`config.mk`:
```
export PLATFORM = sky130hd
export DESIGN_NAME = rcon_table_gen
export DESIGN_NICKNAME = d
export VERILOG_FILES = /design/src/rtl/rcon_pkg.sv /design/src/rtl/rcon_xtime.sv /design/src/rtl/rcon_table_gen.sv
export SDC_FILE = /design/constraint.sdc
export NUM_CORES = 1
export LEC_CHECK = 0
export BUFFER_PORTS_ARGS = -buffer_cell sky130_fd_sc_hd__buf_2
export CORE_UTILIZATION = 43
export DETAILED_ROUTE_END_ITERATION = 10
export SLEW_MARGIN = 20
export SYNTH_ARGS = -nofsm -noshare
export SYNTH_HDL_FRONTEND = slang
export SYNTH_HIERARCHICAL = 1
export SYNTH_SLANG_ARGS = --single-unit
```
`constraint.sdc`:
```
create_clock -name clk_i -period 5.3 [get_ports clk_i]
set_input_delay 0.795 -clock clk_i [delete_from_list [all_inputs] [get_ports clk_i]]
set_output_delay 0.795 -clock clk_i [all_outputs]
set_load 0.005 [all_outputs]
```
`src/rtl/rcon_pkg.sv`:
```
// Shared types and helpers for the round-constant table.
//   rcon_state_e    : controller states (idle, self-fill, streaming)
//   RconDefaultPoly : default reduction polynomial low bits (AES, x^8+x^4+x^3+x+1)
//   RconDefaultSeed : default first table entry
//   xtime()         : GF(2^n) doubling for widths up to RconMaxW bits
package rcon_pkg;

    typedef enum logic [1:0] {
        StIdle,
        StInit,
        StStream
    } rcon_state_e;

    localparam logic [7:0] RconDefaultPoly = 8'h1B;
    localparam logic [7:0] RconDefaultSeed = 8'h01;
    localparam int unsigned RconMaxW = 32;

    // Shift left inside a width-bit field; fold the carry-out back in with poly.
    function automatic logic [RconMaxW-1:0] xtime(input logic [RconMaxW-1:0] v,
                                                  input logic [RconMaxW-1:0] poly,
                                                  input int unsigned         width);
        logic [RconMaxW-1:0] mask;
        logic [RconMaxW-1:0] res;
        logic                carry;
        mask  = (width >= RconMaxW) ? '1 : ((RconMaxW'(1) << width) - RconMaxW'(1));
        carry = |((v >> (width - 1)) & RconMaxW'(1));
        res   = (v << 1) & mask;
        if (carry) begin
            res = res ^ (poly & mask);
        end
        return res;
    endfunction

endpackage

```
`src/rtl/rcon_xtime.sv`:
```
// Combinational GF(2^DATA_W) doubling stage used by the self-fill sequence.
//   v_i : current constant
//   v_o : xtime(v_i) reduced by POLY
module rcon_xtime
    import rcon_pkg::*;
#(
    parameter int unsigned       DATA_W = 8,
    parameter logic [DATA_W-1:0] POLY   = DATA_W'(RconDefaultPoly)
) (
    input  logic [DATA_W-1:0] v_i,
    output logic [DATA_W-1:0] v_o
);

    assign v_o = DATA_W'(xtime(RconMaxW'(v_i), RconMaxW'(POLY), DATA_W));

endmodule

```
`src/rtl/rcon_table_gen.sv`:
```
// Round-constant table for the key-expansion path.
// Host side : registered read (out_o/out_valid_o, 1-cycle latency), write in idle only.
// Init side : init_start_i fills entries 0..DEPTH-1 with SEED, xtime(SEED), ...;
//             init_busy_o while filling, init_done_o sticky afterwards.
// Stream    : stream_start_i (needs init_done_o) emits entries 0..DEPTH-1 over a
//             valid/ready port with index and last flag.
// Reset rst_i is synchronous, active-high; table contents are not reset.
module rcon_table_gen
    import rcon_pkg::*;
#(
    parameter int unsigned       DATA_W = 8,
    parameter int unsigned       DEPTH  = 10,
    parameter int unsigned       ADDR_W = 4,
    parameter logic [DATA_W-1:0] POLY   = DATA_W'(RconDefaultPoly),
    parameter logic [DATA_W-1:0] SEED   = DATA_W'(RconDefaultSeed)
) (
    input  logic              clk_i,
    input  logic              rst_i,
    input  logic [DATA_W-1:0] in_i,
    input  logic              wr_en_i,
    input  logic              rd_en_i,
    input  logic [ADDR_W-1:0] addr_i,
    output logic [DATA_W-1:0] out_o,
    output logic              out_valid_o,
    input  logic              init_start_i,
    output logic              init_busy_o,
    output logic              init_done_o,
    input  logic              stream_start_i,
    output logic              stream_valid_o,
    input  logic              stream_ready_i,
    output logic [DATA_W-1:0] stream_data_o,
    output logic [ADDR_W-1:0] stream_idx_o,
    output logic              stream_last_o
);

    localparam int unsigned       Entries = 2 ** ADDR_W;
    localparam logic [ADDR_W-1:0] LastIdx = ADDR_W'(DEPTH - 1);

    rcon_state_e       state_q, state_d;
    logic [DATA_W-1:0] mem_q [Entries];

    logic [ADDR_W-1:0] init_cnt_q, init_cnt_d;
    logic [DATA_W-1:0] init_val_q, init_val_d;
    logic [DATA_W-1:0] init_next;
    logic              init_done_q, init_done_d;

    logic [ADDR_W-1:0] s_idx_q, s_idx_d;
    logic [ADDR_W-1:0] s_idx_nxt;
    logic              s_valid_q, s_valid_d;
    logic [DATA_W-1:0] s_data_q, s_data_d;
    logic              s_last_q, s_last_d;

    logic [DATA_W-1:0] out_q;
    logic              out_valid_q;

    logic              mem_we;
    logic [ADDR_W-1:0] mem_waddr;
    logic [DATA_W-1:0] mem_wdata;
    logic              host_addr_ok;

    assign host_addr_ok = 32'(addr_i) < DEPTH;
    assign s_idx_nxt    = s_idx_q + ADDR_W'(1);

    rcon_xtime #(
        .DATA_W (DATA_W),
        .POLY   (POLY)
    ) u_xtime (
        .v_i (init_val_q),
        .v_o (init_next)
    );

    always_comb begin
        state_d     = state_q;
        init_cnt_d  = init_cnt_q;
        init_val_d  = init_val_q;
        init_done_d = init_done_q;
        s_idx_d     = s_idx_q;
        s_valid_d   = s_valid_q;
        s_data_d    = s_data_q;
        s_last_d    = s_last_q;
        mem_we      = 1'b0;
        mem_waddr   = addr_i;
        mem_wdata   = in_i;

        unique case (state_q)
            StIdle: begin
                mem_we = wr_en_i && host_addr_ok;
                // Init wins over a same-cycle stream request.
                if (init_start_i) begin
                    state_d     = StInit;
                    init_cnt_d  = '0;
                    init_val_d  = SEED;
                    init_done_d = 1'b0;
                end else if (stream_start_i && init_done_q) begin
                    state_d   = StStream;
                    s_idx_d   = '0;
                    s_valid_d = 1'b0;
                end
            end
            StInit: begin
                mem_we     = 1'b1;
                mem_waddr  = init_cnt_q;
                mem_wdata  = init_val_q;
                init_val_d = init_next;
                init_cnt_d = init_cnt_q + ADDR_W'(1);
                if (init_cnt_q == LastIdx) begin
                    state_d     = StIdle;
                    init_done_d = 1'b1;
                end
            end
            StStream: begin
                // First cycle in stream only fetches entry 0; afterwards each
                // handshake prefetches the next entry so transfers run back-to-back.
                if (!s_valid_q) begin
                    s_valid_d = 1'b1;
                    s_data_d  = mem_q[s_idx_q];
                    s_last_d  = (s_idx_q == LastIdx);
                end else if (stream_ready_i) begin
                    if (s_last_q) begin
                        s_valid_d = 1'b0;
                        s_last_d  = 1'b0;
                        state_d   = StIdle;
                    end else begin
                        s_idx_d  = s_idx_nxt;
                        s_data_d = mem_q[s_idx_nxt];
                        s_last_d = (s_idx_nxt == LastIdx);
                    end
                end
            end
            default: state_d = StIdle;
        endcase
    end

    always_ff @(posedge clk_i) begin
        if (rst_i) begin
            state_q     <= StIdle;
            init_cnt_q  <= '0;
            init_val_q  <= '0;
            init_done_q <= 1'b0;
            s_idx_q     <= '0;
            s_valid_q   <= 1'b0;
            s_data_q    <= '0;
            s_last_q    <= 1'b0;
            out_q       <= '0;
            out_valid_q <= 1'b0;
        end else begin
            state_q     <= state_d;
            init_cnt_q  <= init_cnt_d;
            init_val_q  <= init_val_d;
            init_done_q <= init_done_d;
            s_idx_q     <= s_idx_d;
            s_valid_q   <= s_valid_d;
            s_data_q    <= s_data_d;
            s_last_q    <= s_last_d;
            out_valid_q <= rd_en_i;
            if (rd_en_i) begin
                out_q <= host_addr_ok ? mem_q[addr_i] : '0;
            end
        end
    end

    // Storage has no reset; a reset edge still blocks any pending write.
    always_ff @(posedge clk_i) begin
        if (mem_we && !rst_i) begin
            mem_q[mem_waddr] <= mem_wdata;
        end
    end

    assign out_o          = out_q;
    assign out_valid_o    = out_valid_q;
    assign init_busy_o    = (state_q == StInit);
    assign init_done_o    = init_done_q;
    assign stream_valid_o = s_valid_q;
    assign stream_data_o  = s_data_q;
    assign stream_idx_o   = s_idx_q;
    assign stream_last_o  = s_last_q;

endmodule

```
# ---- Word-level counts from Yosys, hierarchy flattened
# Memories as Yosys holds them, arrays and structs flattened. A register that Yosys moved wholly into a read port is not among the register bits.
# Index checks and enable logic that the tools add are counted.
dict set report word_totals {
  mem_count 1
  ff_bits 38
  input_bits 19
  ramBits 128
  elab_cells 86
  out_inout_bits 25
}
dict set report op_classes {
  n_mux 41
  n_eq_ne 16
  magnitude_cmp 1
  n_bitwise 1
  reduce_logical 14
  n_addsub 2
}
# memory words word_bits read_ports rd_ports_with_merged_regs write_ports line
set mem_list {}
lappend mem_list {mem_q 16 8 3 1 1 rcon_table_gen.sv:40} ;# logic [DATA_W-1:0] mem_q [Entries];
# cell count
set ops {}
lappend ops {{8-bit 2-to-1 mux} 6}
lappend ops {{4-bit 2-to-1 mux} 9}
lappend ops {{2-bit != test, second input constant} 9}
lappend ops {{4-bit case mux with 2 select lines} 2}
lappend ops {{8-bit case mux with 2 select lines} 1}
lappend ops {{4-bit == test, second input constant} 3}
lappend ops {{1-bit 2-to-1 mux} 12}
lappend ops {{2-bit 2-to-1 mux} 6}
lappend ops {{3-bit AND reduction} 3}
lappend ops {{4-bit by 1-bit adder with 4-bit output, second input constant} 2}
lappend ops {{1-bit case mux with 2 select lines} 3}
lappend ops {{2-bit case mux with 3 select lines} 1}
lappend ops {{6-bit AND reduction} 1}
lappend ops {{5-bit 2-to-1 mux} 1}
lappend ops {{5-bit AND reduction} 1}
lappend ops {{4-bit < comparator, second input constant} 1}
lappend ops {{4-bit NOT} 1}
lappend ops {{2-bit AND reduction} 2}
lappend ops {{2-bit nonzero test} 2}
lappend ops {{1-bit logical AND} 3}
lappend ops {{3-bit != test, second input constant} 1}
lappend ops {{2-bit by 1-bit == test with 1-bit output, second input constant} 1}
lappend ops {{2-bit == test, second input constant} 1}
lappend ops {{2-bit zero test} 1}
lappend ops {{other kinds (2)} 2}

# ---- Logic depth before layout (Yosys ltp)
dict set report depth {
  word_depth 7
  mapped_depth 10
  depth_no_buf 6
}

# ---- Modules after synthesis
# The synthesis kept the hierarchy.
# mod seq_area_each_um2 cells_each area_per_inst_um2 instances
set modules_own_cells {}
lappend modules_own_cells {rcon_table_gen 4684.5 612 8624.5 1}
lappend modules_own_cells {rcon_xtime 0.0 8 63.8 1}

# ---- Worst setup path before layout
# No wires, ideal clock.
dict set report synth_timing {
  path_kind {input to register}
  startpoint {input port addr_i[1]}
  endpoint {memory mem_q[4][0] (enable)}
  path_slack_ns 2.702
  arrival_time_ns 2.227
  setup_ns 0.370
  required_ns 4.930
  stages 7
  path_buffers 2
  path_cell_list {buf_2 buf_2 o21ai_0 a21oi_1 nor4b_1 nand2_1 nor2_1}
}
dict set report synth_between {
  elab_chain_len 6
}
# item line
set synth_rtl {}
lappend synth_rtl {{from (decl)} rcon_table_gen.sv:22} ;# input logic [ADDR_W-1:0] addr_i,
lappend synth_rtl {{4-bit < comparator} rcon_table_gen.sv:61} ;# assign host_addr_ok = 32'(addr_i) < DEPTH;
lappend synth_rtl {{1-bit logical AND} rcon_table_gen.sv:87} ;# mem_we = wr_en_i && host_addr_ok;
lappend synth_rtl {{1-bit case mux with 2 select lines} rcon_table_gen.sv:85} ;# unique case (state_q)
lappend synth_rtl {{1-bit logical AND} rcon_table_gen.sv:164} ;# if (mem_we && !rst_i) begin
lappend synth_rtl {{1-bit 2-to-1 mux} rcon_table_gen.sv:164}
lappend synth_rtl {{1-bit 2-to-1 mux (implied by the code)} rcon_table_gen.sv:165} ;# mem_q[mem_waddr] <= mem_wdata;
lappend synth_rtl {{to (decl)} rcon_table_gen.sv:40}
# Several ways; a longest one is shown, not always the timed one.

# ---- Worst setup path in the final report
dict set report layout_timing {
  startpoint {register state_q[1]}
  endpoint {memory mem_q[4][4] (enable)}
}
dict set report layout_between {
  elab_chain_len 5
}
# item line
set layout_rtl {}
lappend layout_rtl {{from (decl)} rcon_table_gen.sv:39} ;# rcon_state_e state_q, state_d;
lappend layout_rtl {{from (signal assigned)} rcon_table_gen.sv:136} ;# state_q <= StIdle;
lappend layout_rtl {{from (signal assigned)} rcon_table_gen.sv:147} ;# state_q <= state_d;
lappend layout_rtl {{2-bit by 1-bit == test with 1-bit output or 2-bit zero test (tied branches)} rcon_table_gen.sv:85}
lappend layout_rtl {{1-bit case mux with 2 select lines} rcon_table_gen.sv:85}
lappend layout_rtl {{1-bit logical AND} rcon_table_gen.sv:164}
lappend layout_rtl {{1-bit 2-to-1 mux} rcon_table_gen.sv:164}
lappend layout_rtl {{1-bit 2-to-1 mux (implied by the code)} rcon_table_gen.sv:165}
# Several ways; a longest one is shown, not always the timed one.

==> flow_summary.json <==
{
  "power.share.sequential_pct": 51.5,
  "fmax_ghz": 0.283,
  "p_int_w": 0.00214,
  "cp_num_buf_inv": 0,
  "rrSetupSlack_ns": 1.77,
  "cts-resized-gates": 0,
  "p_total_w": 0.00285,
  "worstPathRequired_ns": 5.35,
  "hold_path.class": "reg -> reg",
  "core-area_mm2": 0.0197,
  "timing.final.hold_violations": 0,
  "layout_commonest_cell": "edfxtp_1",
  "synth-main-ff-cell": "edfxtp_1",
  "hold_buffers": 0,
  "grt_use_total_pct": 24.1,
  "insertion_delay_ns": 0.44,
  "clock_tree.buffer_depth": 2,
  "r2r-end": "mem_q[4][4]",
  "slew_headroom_pct": 26.5,
  "period_share_pct": 66.6,
  "vdd.ir_drop.worst_mv": 0.248,
  "slew_viol_final": 0,
  "crit_type": "reg -> reg",
  "multiInputGateArea_mm2": 0.00368,
  "synth_top_family_by_area": "multiplexers",
  "finalWirelength_mm": 23.6,
  "antenna_found_initial": 0,
  "cp_top_family": "simple AND/OR/NAND/NOR gates",
  "critPathSlowestCell": "nor2_1",
  "postCtsSetupBuffers": 0,
  "power.switching_w": 0.000711,
  "setup_tns_ns": 0,
  "fp.dieW_um": 144,
  "cp_slowest_stage_delay_ns": 0.86,
  "synth_top_area_share_pct": 44.2,
  "seq_area_frac_synth_pct": 53.9,
  "met1_length_mm": 9.57,
  "io_buffers": 43,
  "clk_pin_slew_ns": 0.07,
  "crit_start": "state_q[1]",
  "seqCellArea_mm2": 0.00469,
  "route.met2.wl_mm": 11.3,
  "synth_largest_area_cell": "edfxtp_1",
  "hold_depth": 2,
  "vias": 5672,
  "crit_arrival_ns": 3.58,
  "syn_nets": 644,
  "ys_seq_elements": 170,
  "cts_tree": "done",
  "fillCellCount": 1761,
  "drc": 0,
  "hpwl_mm": 15.9,
  "setup_viol_count_final": 0,
  "whs_endpoint": "init_val_q[0]",
  "worst_pin_slew_ns": 1.09,
  "async_flop_share_pct": 0,
  "end_kind": "flip-flop",
  "die_area_mm2": 0.0208,
  "r2r-start": "state_q[1]",
  "cts_buffers": 17,
  "clkSinkCount": 170,
  "synth_warnings": 6,
  "htree_levels": 4,
  "antenna_cells": 0,
  "combPwrFrac_pct": 5.1,
  "hp-start": "init_val_q[0]",
  "synth-compound-area-share_pct": 5.79,
  "avgSynthCellArea_um2": 14.0,
  "ys_types": 47,
  "period_needed_ns": 3.53,
  "wl_per_cell_um": 25.9,
  "synth_edf_count": 128,
  "drtPass1Iterations": 6,
  "grt_pass1_vias": 5595,
  "ant_nets": 0,
  "crit_fanout": 19,
  "skew_ns": 0.0116,
  "grt_overflow": 0,
  "sw_frac_of_total_pct": 25.0,
  "grt_max_degree": 41,
  "gp_congestion": 0.868,
  "synthSimpleGateAreaFrac_pct": 9.25,
  "dr.max_layer_used": "met4",
  "die_height_um": 144,
  "final_nets": 658,
  "synthMuxAreaShare_pct": 25.8,
  "synth_xor_area_share_pct": 0.720,
  "final_cell_mix": "edfxtp_1 (128), mux2i_1 (66), nor2_1 (59), mux4_2 (53), nand2_1 (51)",
  "start_kind": "flip-flop",
  "drt-initial-drc-count": 477,
  "worstRegToRegCells": 5,
  "p_leak_nw": 3.29,
  "clk_root_buffer_cell": "clkbuf_16",
  "clkPwrFrac_pct": 43.4,
  "synth_area_mm2": 0.00869,
  "netlist_top_cells_area": "edfxtp_1 (44%), mux4_2 (14%), dfxtp_1 (9.7%), mux2i_1 (7.6%), mux4_1 (3.3%)",
  "rsz0062_at_grt": "no",
  "path_cells": "nand2b_1, mux2i_1, nor4b_1, nand2_1, nor2_1",
  "synthToLayoutAreaGrowth_pct": 10.1,
  "drive_gt1_share_pct": 23.5,
  "drv_cap": 0,
  "status": "finished clean",
  "io_pins": 44,
  "start_util_pct": 44.2,
  "synth_fa_ha_area_share_pct": 0.720,
  "route.met3.wl_mm": 2.04,
  "netlist_instances": 620,
  "rows": 51,
  "power_density_mw_per_mm2": 298,
  "grt_pass1_wl_mm": 34.9,
  "vias_per_cell": 6.22
}
## worst max path at each step
stage	endpoint	slack (ns)	depth (start not counted)
after global routing	mem_q[12][6]	1.54	5
after CTS	mem_q[4][4]	1.79	5
final	mem_q[4][4]	1.77	5
after detailed placement	mem_q[4][0]	1.83	5
after global placement	mem_q[1][0]	1.86	5
after floorplan	mem_q[4][0]	2.70	7
## flip-flops by register name (all words and copies together) (netlist names), named ones only
register / flops
stream_valid_o: 1
mem_q: 128
stream_idx_o: 4
out_valid_o: 1
init_done_o: 1
state_q: 2
init_val_q: 8
stream_data_o: 8
init_cnt_q: 4
stream_last_o: 1
out_o: 8
## area by class of cell
type / instances / share of cell area (%)
clock inverters: 15 / 1.82
multi-input cells: 391 / 38.5
well taps: 265 / 3.47
flip-flops and latches: 170 / 49.0
clock buffers: 17 / 4.45
repair buffers: 46 / 2.49
inverters: 8 / 0.314
## power groups by stage
stage / registers [W] / logic (W) / clock network [W]
6_report: 0.00147 / 0.000145 / 0.00124
5_1_grt: 0.00147 / 0.000157 / 0.00131
4_1_cts: 0.00147 / 0.000145 / 0.00125
3_5_place_dp: 0.00150 / 0.000145 / 0
3_3_place_gp: 0.00150 / 0.000142 / 0
2_1_floorplan: 0.00149 / 0.0000920 / 0
## layer usage
metal,global-route usage [%],up-vias
li1,-,2455
met1,31.1,2897
met2,38.5,275
met3,5.89,45
met4,11.0,0
met5,0,-
## cell usage after synthesis, types with 2 or more instances
library cell	n
edfxtp_1	128
mux2i_1	66
nor2_1	59
mux4_2	53
nand2_1	51
dfxtp_1	42
a21oi_1	21
a22oi_1	17
buf_2	15
buf_4	14
clkbuf_1	14
o21ai_0	14
and3_1	13
mux4_1	11
nand3_1	11
mux2_2	9
a22o_1	8
inv_1	8
o221ai_1	8
nor4_2	6
ha_1	5
nor2b_1	5
nor4_1	5
buf_1	3
buf_6	3
nand2b_1	3
nor3_1	3
xor2_1	3
a211oi_1	2
a31oi_1	2
and2_1	2
## tightest hold or removal path, cell delays in order, from the launching register on
cell      delay [ns]
dfxtp_1         0.32
inv_1           0.06
a211oi_1        0.06
## logic make-up (layout without fill, tap and decap cells)
kind of cell,Yosys count,count (layout)
AO/OA/AOI/OAI,76,76
buffers and inverters,59,86
adder cells (fa/ha/maj),5,5
AND/OR/NAND/NOR,166,166
XOR/XNOR,5,5
multiplexers,139,139
flip-flops,170,170
## per-stage QoR
| stage | cell area [um2] | utilization (%) | hold slack, ns | setup slack (ns) | std cells |
|---|---|---|---|---|---|
| after floorplan | 8690 | - | 0.457 | 2.70 | 620 |
| after global routing | 9570 | 48.7 | 0.539 | 1.54 | 912 |
| final | 9570 | 48.7 | 0.488 | 1.77 | 912 |
| after detailed placement | 8960 | 45.6 | 0.477 | 1.83 | 880 |
| after CTS | 9560 | 48.7 | 0.491 | 1.79 | 912 |
| after global placement | 8960 | 45.6 | 0.473 | 1.86 | 880 |
Note: power is estimated with default switching activity, not from simulation.
